$ cat config.mk
export PLATFORM = sky130hd
export DESIGN_NAME = fifo_proc_reader
export DESIGN_NICKNAME = d
export VERILOG_FILES = /design/src/rtl/fifo_proc_reader.sv
export SDC_FILE = /design/constraint.sdc
export NUM_CORES = 1
export LEC_CHECK = 0
export CORE_AREA = 3 3 76 92
export DETAILED_ROUTE_END_ITERATION = 12
export DIE_AREA = 0 0 79 95
export PLACE_DENSITY = 0.82
export SETUP_SLACK_MARGIN = 0.5
export SYNTH_ARGS = -nofsm -noshare
export SYNTH_HDL_FRONTEND = slang
export SYNTH_SLANG_ARGS = --single-unit
$ cat constraint.sdc
create_clock -name clk -period 1.81 [get_ports clk]
set_input_delay 0.362 -clock clk [delete_from_list [all_inputs] [get_ports clk]]
set_output_delay 0.362 -clock clk [all_outputs]
set_load 0.005 [all_outputs]
$ cat src/rtl/fifo_proc_reader.sv
// fifo_proc_reader: read-side bridge between the signed sample FIFO and the
// processor input port.
//
// A data request (req_in[1]) pops one FIFO word and returns it sign-extended.
// A status request (req_in[0]) returns {fifo_empty, zeros, fifo_usedw}.
// Each answer is a one-cycle in_valid pulse. While the FIFO is empty, a data
// request waits up to TIMEOUT cycles. It then answers with zero and records
// an underflow.
//
// Ports:
//   clk, rst_geral   clock (rising edge); synchronous active-high reset
//   req_in[1:0]      bit1 = data read, bit0 = status read (one-cycle strobes)
//   fifo_q           FIFO read data (signed)
//   fifo_empty       FIFO empty flag
//   fifo_usedw       FIFO fill level
//   fifo_rdreq       FIFO pop request (one-cycle pulse)
//   proc_in          data to processor; holds between in_valid pulses
//   in_valid         proc_in valid strobe
//   busy             FSM outside IDLE
//   underflow        sticky: a data request timed out
//   req_err          sticky: request seen while busy
//   drop_cnt         timed-out data requests, saturating
module fifo_proc_reader #(
  parameter int DATA_W  = 16,
  parameter int USEDW_W = 7,
  parameter int PROC_W  = 32,
  parameter int RD_LAT  = 1,
  parameter int TIMEOUT = 1023
) (
  input  logic               clk,
  input  logic               rst_geral,
  input  logic [1:0]         req_in,
  input  logic [DATA_W-1:0]  fifo_q,
  input  logic               fifo_empty,
  input  logic [USEDW_W-1:0] fifo_usedw,
  output logic               fifo_rdreq,
  output logic [PROC_W-1:0]  proc_in,
  output logic               in_valid,
  output logic               busy,
  output logic               underflow,
  output logic               req_err,
  output logic [15:0]        drop_cnt
);

  localparam int TMR_W = $clog2(TIMEOUT + 1);
  // timer_q counts the wait cycles that finished before the current edge.
  // The wait cycle that ends at this edge is therefore number timer_q+1.
  // The request times out when that number reaches TIMEOUT.
  localparam logic [TMR_W-1:0] TMR_LAST = TMR_W'(TIMEOUT - 1);
  localparam logic [1:0]       RD_LAST  = 2'(RD_LAT - 1);

  typedef enum logic [2:0] {
    S_IDLE, S_WAIT, S_READ, S_LATCH, S_STATUS
  } state_t;

  state_t             state_q, state_d;
  logic [TMR_W-1:0]   timer_q, timer_d;
  logic [1:0]         rd_cnt_q, rd_cnt_d;
  logic               pend_q, pend_d;       // status request held behind a data request
  logic               rdreq_q, rdreq_d;
  logic [PROC_W-1:0]  proc_q, proc_d;
  logic               vld_q, vld_d;
  logic               unf_q, unf_d;
  logic               err_q, err_d;
  logic [15:0]        drop_q, drop_d;

  always_comb begin
    state_d  = state_q;
    timer_d  = timer_q;
    rd_cnt_d = rd_cnt_q;
    pend_d   = pend_q;
    rdreq_d  = 1'b0;
    proc_d   = proc_q;
    vld_d    = 1'b0;
    unf_d    = unf_q;
    err_d    = err_q;
    drop_d   = drop_q;

    // A request that arrives outside IDLE is dropped and flagged.
    if (state_q != S_IDLE && req_in != 2'b00) err_d = 1'b1;

    case (state_q)
      S_IDLE: begin
        if (req_in[1]) begin
          pend_d = req_in[0];
          if (!fifo_empty) begin
            rdreq_d  = 1'b1;
            rd_cnt_d = '0;
            state_d  = S_READ;
          end else begin
            timer_d = '0;
            state_d = S_WAIT;
          end
        end else if (req_in[0]) begin
          state_d = S_STATUS;
        end
      end
      S_WAIT: begin
        // Check for data before the timeout, so data that arrives on the
        // last wait cycle is still read.
        if (!fifo_empty) begin
          rdreq_d  = 1'b1;
          rd_cnt_d = '0;
          state_d  = S_READ;
        end else if (timer_q == TMR_LAST) begin
          proc_d  = '0;
          vld_d   = 1'b1;
          unf_d   = 1'b1;
          if (drop_q != 16'hFFFF) drop_d = drop_q + 16'd1;
          state_d = pend_q ? S_STATUS : S_IDLE;
          pend_d  = 1'b0;
        end else begin
          timer_d = timer_q + 1'b1;
        end
      end
      S_READ: begin
        if (rd_cnt_q == RD_LAST) state_d = S_LATCH;
        else                     rd_cnt_d = rd_cnt_q + 2'd1;
      end
      S_LATCH: begin
        proc_d  = {{(PROC_W-DATA_W){fifo_q[DATA_W-1]}}, fifo_q};
        vld_d   = 1'b1;
        state_d = pend_q ? S_STATUS : S_IDLE;
        pend_d  = 1'b0;
      end
      S_STATUS: begin
        proc_d                 = '0;
        proc_d[PROC_W-1]       = fifo_empty;
        proc_d[USEDW_W-1:0]    = fifo_usedw;
        vld_d                  = 1'b1;
        state_d                = S_IDLE;
      end
      default: state_d = S_IDLE;
    endcase
  end

  always_ff @(posedge clk) begin
    if (rst_geral) begin
      state_q  <= S_IDLE;
      timer_q  <= '0;
      rd_cnt_q <= '0;
      pend_q   <= 1'b0;
      rdreq_q  <= 1'b0;
      proc_q   <= '0;
      vld_q    <= 1'b0;
      unf_q    <= 1'b0;
      err_q    <= 1'b0;
      drop_q   <= '0;
    end else begin
      state_q  <= state_d;
      timer_q  <= timer_d;
      rd_cnt_q <= rd_cnt_d;
      pend_q   <= pend_d;
      rdreq_q  <= rdreq_d;
      proc_q   <= proc_d;
      vld_q    <= vld_d;
      unf_q    <= unf_d;
      err_q    <= err_d;
      drop_q   <= drop_d;
    end
  end

  assign fifo_rdreq = rdreq_q;
  assign proc_in    = proc_q;
  assign in_valid   = vld_q;
  assign busy       = (state_q != S_IDLE);
  assign underflow  = unf_q;
  assign req_err    = err_q;
  assign drop_cnt   = drop_q;

endmodule

* Yosys cells after proc, flatten, opt, wreduce, memory -nomap -nowiden
Cells that the tools add are included.
Word-level totals: logic and storage cells 75, bits in read-only memories 0, input port bits 28, memories kept 0, latch bits 0, output and inout bits 53, bits in writable memories 0, register bits 68
Operators by class: equality and inequality tests 15, add/sub/neg operators 3, multiplexer cells 30, divide/modulo/power cells 0, reduce and logical (&&, ||, !) cells 17, shift-type cells 0, magnitude comparators 0, multipliers 0, bitwise operators 0
Operator list (number):
- case mux 32 bit (3 select lines) | 1
- 2-to-1 mux 32 bit | 2
- 2-to-1 mux 10 bit | 4
- case mux 10 bit (2 select lines) | 1
- 2-to-1 mux 3 bit | 6
- adder 16 x 1 -> 16 bit, second input constant | 1
- != test 16 bit, second input constant | 1
- != test 2 bit, second input constant | 7
- case mux 3 bit (4 select lines) | 1
- AND reduction 3 bit | 4
- nonzero test 3 bit | 4
- adder 10 x 1 -> 10 bit, second input constant | 1
- == test 10 bit, second input constant | 1
- 2-to-1 mux 2 bit | 4
- AND reduction 4 bit | 2
- 2-to-1 mux 1 bit | 7
- == test 3 x 2 -> 1 bit, second input constant | 2
- != test 3 bit, second input constant | 2
- case mux 2 bit (3 select lines) | 1
- AND reduction 5 bit | 1
- case mux 1 bit (2 select lines) | 2
- nonzero test 2 bit | 2
- == test 3 x 1 -> 1 bit, second input constant | 1
- == test 3 bit, second input constant | 1
- 6 further kinds | 6

* Logic depth before layout (Yosys ltp)
depth in word-level cells 4, mapped depth 8, mapped depth without buffers 7

* Worst setup path before layout
No wires, ideal clock.
path type register -> register, from register timer_q[0], to register timer_q[3], required time 1.678 ns, path slack -0.118 ns, library setup time 0.132 ns, clock period less this slack 1.928 ns, buffers on the path 1, stages on the path, launching flop included 9, data arrival time 1.797 ns, cell sequence dfxtp_1 -> inv_1 -> ha_1 -> nand4_1 -> or4_1 -> nor2b_1 -> clkbuf_1 -> a41oi_1 -> a311oi_1
Between the ends: cells in the longest elaborated chain, start to end 4, elaborated cells on any way between the ends 7, classes of those cells add/sub: 1; eq/ne: 2; mux: 3; reduce/logical: 1
RTL lines:
- start: declaration | line 57 | logic [TMR_W-1:0] timer_q, timer_d;
- start signal: assignment | line 151 | timer_q <= timer_d;
- adder 10 x 1 -> 10 bit | line 113 | timer_d = timer_q + 1'b1;
- 2-to-1 mux 10 bit | line 105 | end else if (timer_q == TMR_LAST) begin
- 2-to-1 mux 10 bit | line 101 | if (!fifo_empty) begin
- case mux 10 bit (2 select lines) | line 82 | case (state_q)
Parallel ways exist; a longest one is shown, timed or not. The select of a mux whose other input is x is not followed. A chain may end at the register's enable or synchronous reset.

* Final worst setup path
from register timer_q[0], to register drop_q[13], in the netlist drop_cnt[13]
Between the ends: cells in the longest elaborated chain, start to end 2
RTL lines:
- == test 10 bit | line 105
- AND reduction 4 bit (no line)
- end signal: assignment | line 159 | drop_q <= drop_d;
- end: declaration | line 65 | logic [15:0] drop_q, drop_d;
No other way between the ends.

==> results.toml <==
[clocking]
cts_made_buffers = 5
cts_tree = "yes"
clk_path_buf_depth = 2
h-tree-depth = 2
path_clk_slew_ns = 0.10
clkSinkCount = 53
clk_latency_ns = 0.31
root_buffer = "clkbuf_8"

[worst_setup_path]
r2r_start = "timer_q[0]$_SDFFE_PP0P_"
cp.depth = 8
worstPathMaxFanout = 4
worstPathRequired_ns = 2.05
ff2ff_path_depth = 8
critPathSlowestCell = "or4_4"
rrSetupSlack_ns = -0.04
start_kind = "register"
criticalPathCategory = "reg2reg"
crit_chain = "inv_2 > ha_4 > nand4_1 > nor4_4 > buf_4 > o21ai_4 > or4_4 > a21oi_2"
cp.buffers_inverters = 2
r2r-end = "drop_cnt[13]$_SDFFE_PP0P_"
endpoint = "drop_cnt[13]$_SDFFE_PP0P_"
crit_start = "timer_q[0]$_SDFFE_PP0P_"
slowest_delay_ns = 0.48
arrival_ns = 2.09
crit_path_end_kind = "register"
cp_top_family = "simple AND/OR/NAND/NOR gates"

[floorplanning]
fp.dieArea_mm2 = 0.00751
die_y_um = 95
start_util = 0.421
die_w_um = 79
design.core.area_mm2 = 0.00613
io_pins = 81
rows = 31

[finish]
drive_gt1_frac = 0.475
syn_to_final_growth_pct = 72.6
fin_cells = 522
diodes = 0
utilization = 0.726
nFillCells = 432
stdcell_area_mm2 = 0.00445
final_nets = 471

[min_path]
hp-class = "reg2reg"
hold_depth = 2

[logic_synthesis]
avgSynthCellArea_um2 = 8.69
synth_top_area_frac = 0.411
synth.largest_area_cell = "dfxtp_1"
async_flop_share = 0
synth.area.top_cells = "dfxtp_1, nor2_1, buf_4"
synth_flop_cell = "dfxtp_1"
yosysUniqueCellTypes = 48
synth-edff-count = 0
synth_area_mm2 = 0.00258
yosysWarnings = 0
seq_area_frac_synth = 0.411
synth_fp_nets = 329
ys_seq_elements = 53
postSynthCellCount = 297

[sta]
fin_skew_ns = 0.0108
timing.setup.tns_ns = -0.194
setup_viol = 7
min_period_ns = 1.85
slew_violations = 0
finalWorstSetupSlack_ns = -0.0408
finalHoldViolCount = 0
slew_headroom = 0.590
clock.fmax_mhz = 540
rsz0062_at_grt = "true"
worst_pin_slew_ns = 0.615
period_share = 1.02

[detailed_routing]
drtAntennaViolNets = 0
first_pass_iters = 7
drt-total-wl_um = 8980
vias = 2947
drc = 0
wl_per_cell_um = 17.2
vias_per_cell = 5.65
drtIter0Drc = 238

[grt]
antenna_found_initial = 0
gr-total-overflow = 0
grt_pass1_wl_um = 14100
grt_pass1_vias = 2931
grt_usage = 0.232
grt_max_degree = 31

[placement]
placed_area_mm2 = 0.00366
dp.final_hpwl_um = 5200
io_buffers = 80
dp.cells = 470
gp_congestion = 0.892

[pwr]
p_total_mw = 2.59
max-vdd-ir-drop_uv = 525
power.leakage_nw = 1.96
power_density_mw_per_mm2 = 582

[outcome]
status = "finished, violations left"
violations = "setup timing"

[run]
cap_violations = 0
-- registers in the layout, summed over array words and instances (netlist names) --
signal and flops:
pend_q 1, drop_cnt 16, fifo_rdreq 1, proc_in 17
rd_cnt_q 2, req_err 1, in_valid 1, timer_q 10
state_q 3, underflow 1
-- cell usage in the layout, fill, tap and decap left out, types with 2 or more instances in the layout --
master / synthesis / layout
a21oi_1: 20 / 11
a21oi_2: 0 / 9
a222oi_1: 8 / 8
a22oi_2: 0 / 9
a31oi_1: 3 / 3
and3_1: 9 / 7
and4_1: 6 / 6
buf_2: 3 / 7
buf_4: 15 / 54
buf_6: 0 / 47
clkbuf_2: 0 / 3
clkbuf_8: 0 / 5
clkdlybuf4s15_1: 0 / 4
clkdlybuf4s50_1: 0 / 25
dfxtp_1: 53 / 20
dfxtp_2: 0 / 25
dfxtp_4: 0 / 8
dlygate4sd2_1: 0 / 21
dlymetal6s2s_1: 0 / 2
ha_2: 0 / 2
inv_1: 8 / 7
nand2_1: 12 / 10
nand2_4: 0 / 2
nand3_1: 7 / 7
nand4_1: 7 / 7
nor2_1: 45 / 39
nor2_2: 0 / 4
nor2_4: 0 / 2
nor2b_1: 4 / 3
nor3_1: 5 / 5
nor3b_2: 1 / 2
o211ai_1: 5 / 5
o21ai_0: 15 / 12
o21ai_1: 0 / 3
o31ai_1: 4 / 3
or3_1: 4 / 2
or3_4: 0 / 2
or4_4: 0 / 3
xor2_1: 9 / 9
-- tightest hold or removal path, cell delays in order, from the launching register on --
cell	delay, ns
dfxtp_2	0.33
inv_1	0.04
a21oi_1	0.05
-- Yosys cell counts, types with 4 or more instances --
cell type,n
a21oi_1,20
a222oi_1,8
a22oi_1,9
and3_1,9
and4_1,6
buf_4,15
clkbuf_1,12
dfxtp_1,53
ha_1,4
inv_1,8
nand2_1,12
nand3_1,7
nand4_1,7
nor2_1,45
nor2b_1,4
nor3_1,5
o211ai_1,5
o21ai_0,15
o31ai_1,4
or3_1,4
xor2_1,9
-- layer usage --
layer / global-route usage / wire length (µm)
met1: 0.260 / 3230
met2: 0.431 / 4910
met3: 0.0420 / 525
met4: 0.0888 / 316
met5: 0 / 0
-- what timing repair did --
action,in CTS,in global routing
buffers inserted,32,10
resized for setup,230,47
hold buffers,0,0
pin swaps,29,11
setup endpoints to repair,105,80
gates cloned,2,0
-- through the flow --
step / setup slack [ns] / hold WS, ns
CTS: -0.112 / 0.454
global placement: -0.496 / 0.436
global route: -0.117 / 0.489
finish: -0.0408 / 0.448
detailed placement: -0.540 / 0.445
floorplan: -0.000777 / 0.433
-- worst min-delay path by stage --
stage | start | endpoint | slack (ns)
2_1_floorplan | timer_q[9]$_SDFFE_PP0P_ | timer_q[9]$_SDFFE_PP0P_ | 0.43
3_3_place_gp | req_err$_SDFFE_PP0P_ | req_err$_SDFFE_PP0P_ | 0.44
3_5_place_dp | req_err$_SDFFE_PP0P_ | req_err$_SDFFE_PP0P_ | 0.45
4_1_cts | req_err$_SDFFE_PP0P_ | req_err$_SDFFE_PP0P_ | 0.45
5_1_grt | req_err$_SDFFE_PP0P_ | req_err$_SDFFE_PP0P_ | 0.49
6_report | req_err$_SDFFE_PP0P_ | req_err$_SDFFE_PP0P_ | 0.45
-- cells by family after synthesis --
group / count (synthesis) / synth area share
AOI/OAI and AO/OA: 75 / 0.197
xor gates and xnor gates: 9 / 0.0306
adders and majority gates: 4 / 0.0194
buffers and inverters: 38 / 0.0786
DFF: 53 / 0.411
muxes: 2 / 0.00776
and+or+nand+nor: 116 / 0.255
-- power breakdown --
group,switching [mW],internal (mW)
Clock,0.412,0.415
Combinational,0.249,0.303
Sequential,0.0208,1.19
Total,0.681,1.91
-- final cells by class --
type / count / area [µm²] / area share
multi-input combinational: 206 / 1570 / 0.352
timing repair buffer: 165 / 1520 / 0.341
sequential: 53 / 1120 / 0.252
tap: 82 / 103 / 0.0230
clock buffer: 5 / 68.8 / 0.0155
clock inverter: 3 / 43.8 / 0.00984
inverter: 8 / 30.0 / 0.00675
Power figures use the tool's default switching activity.
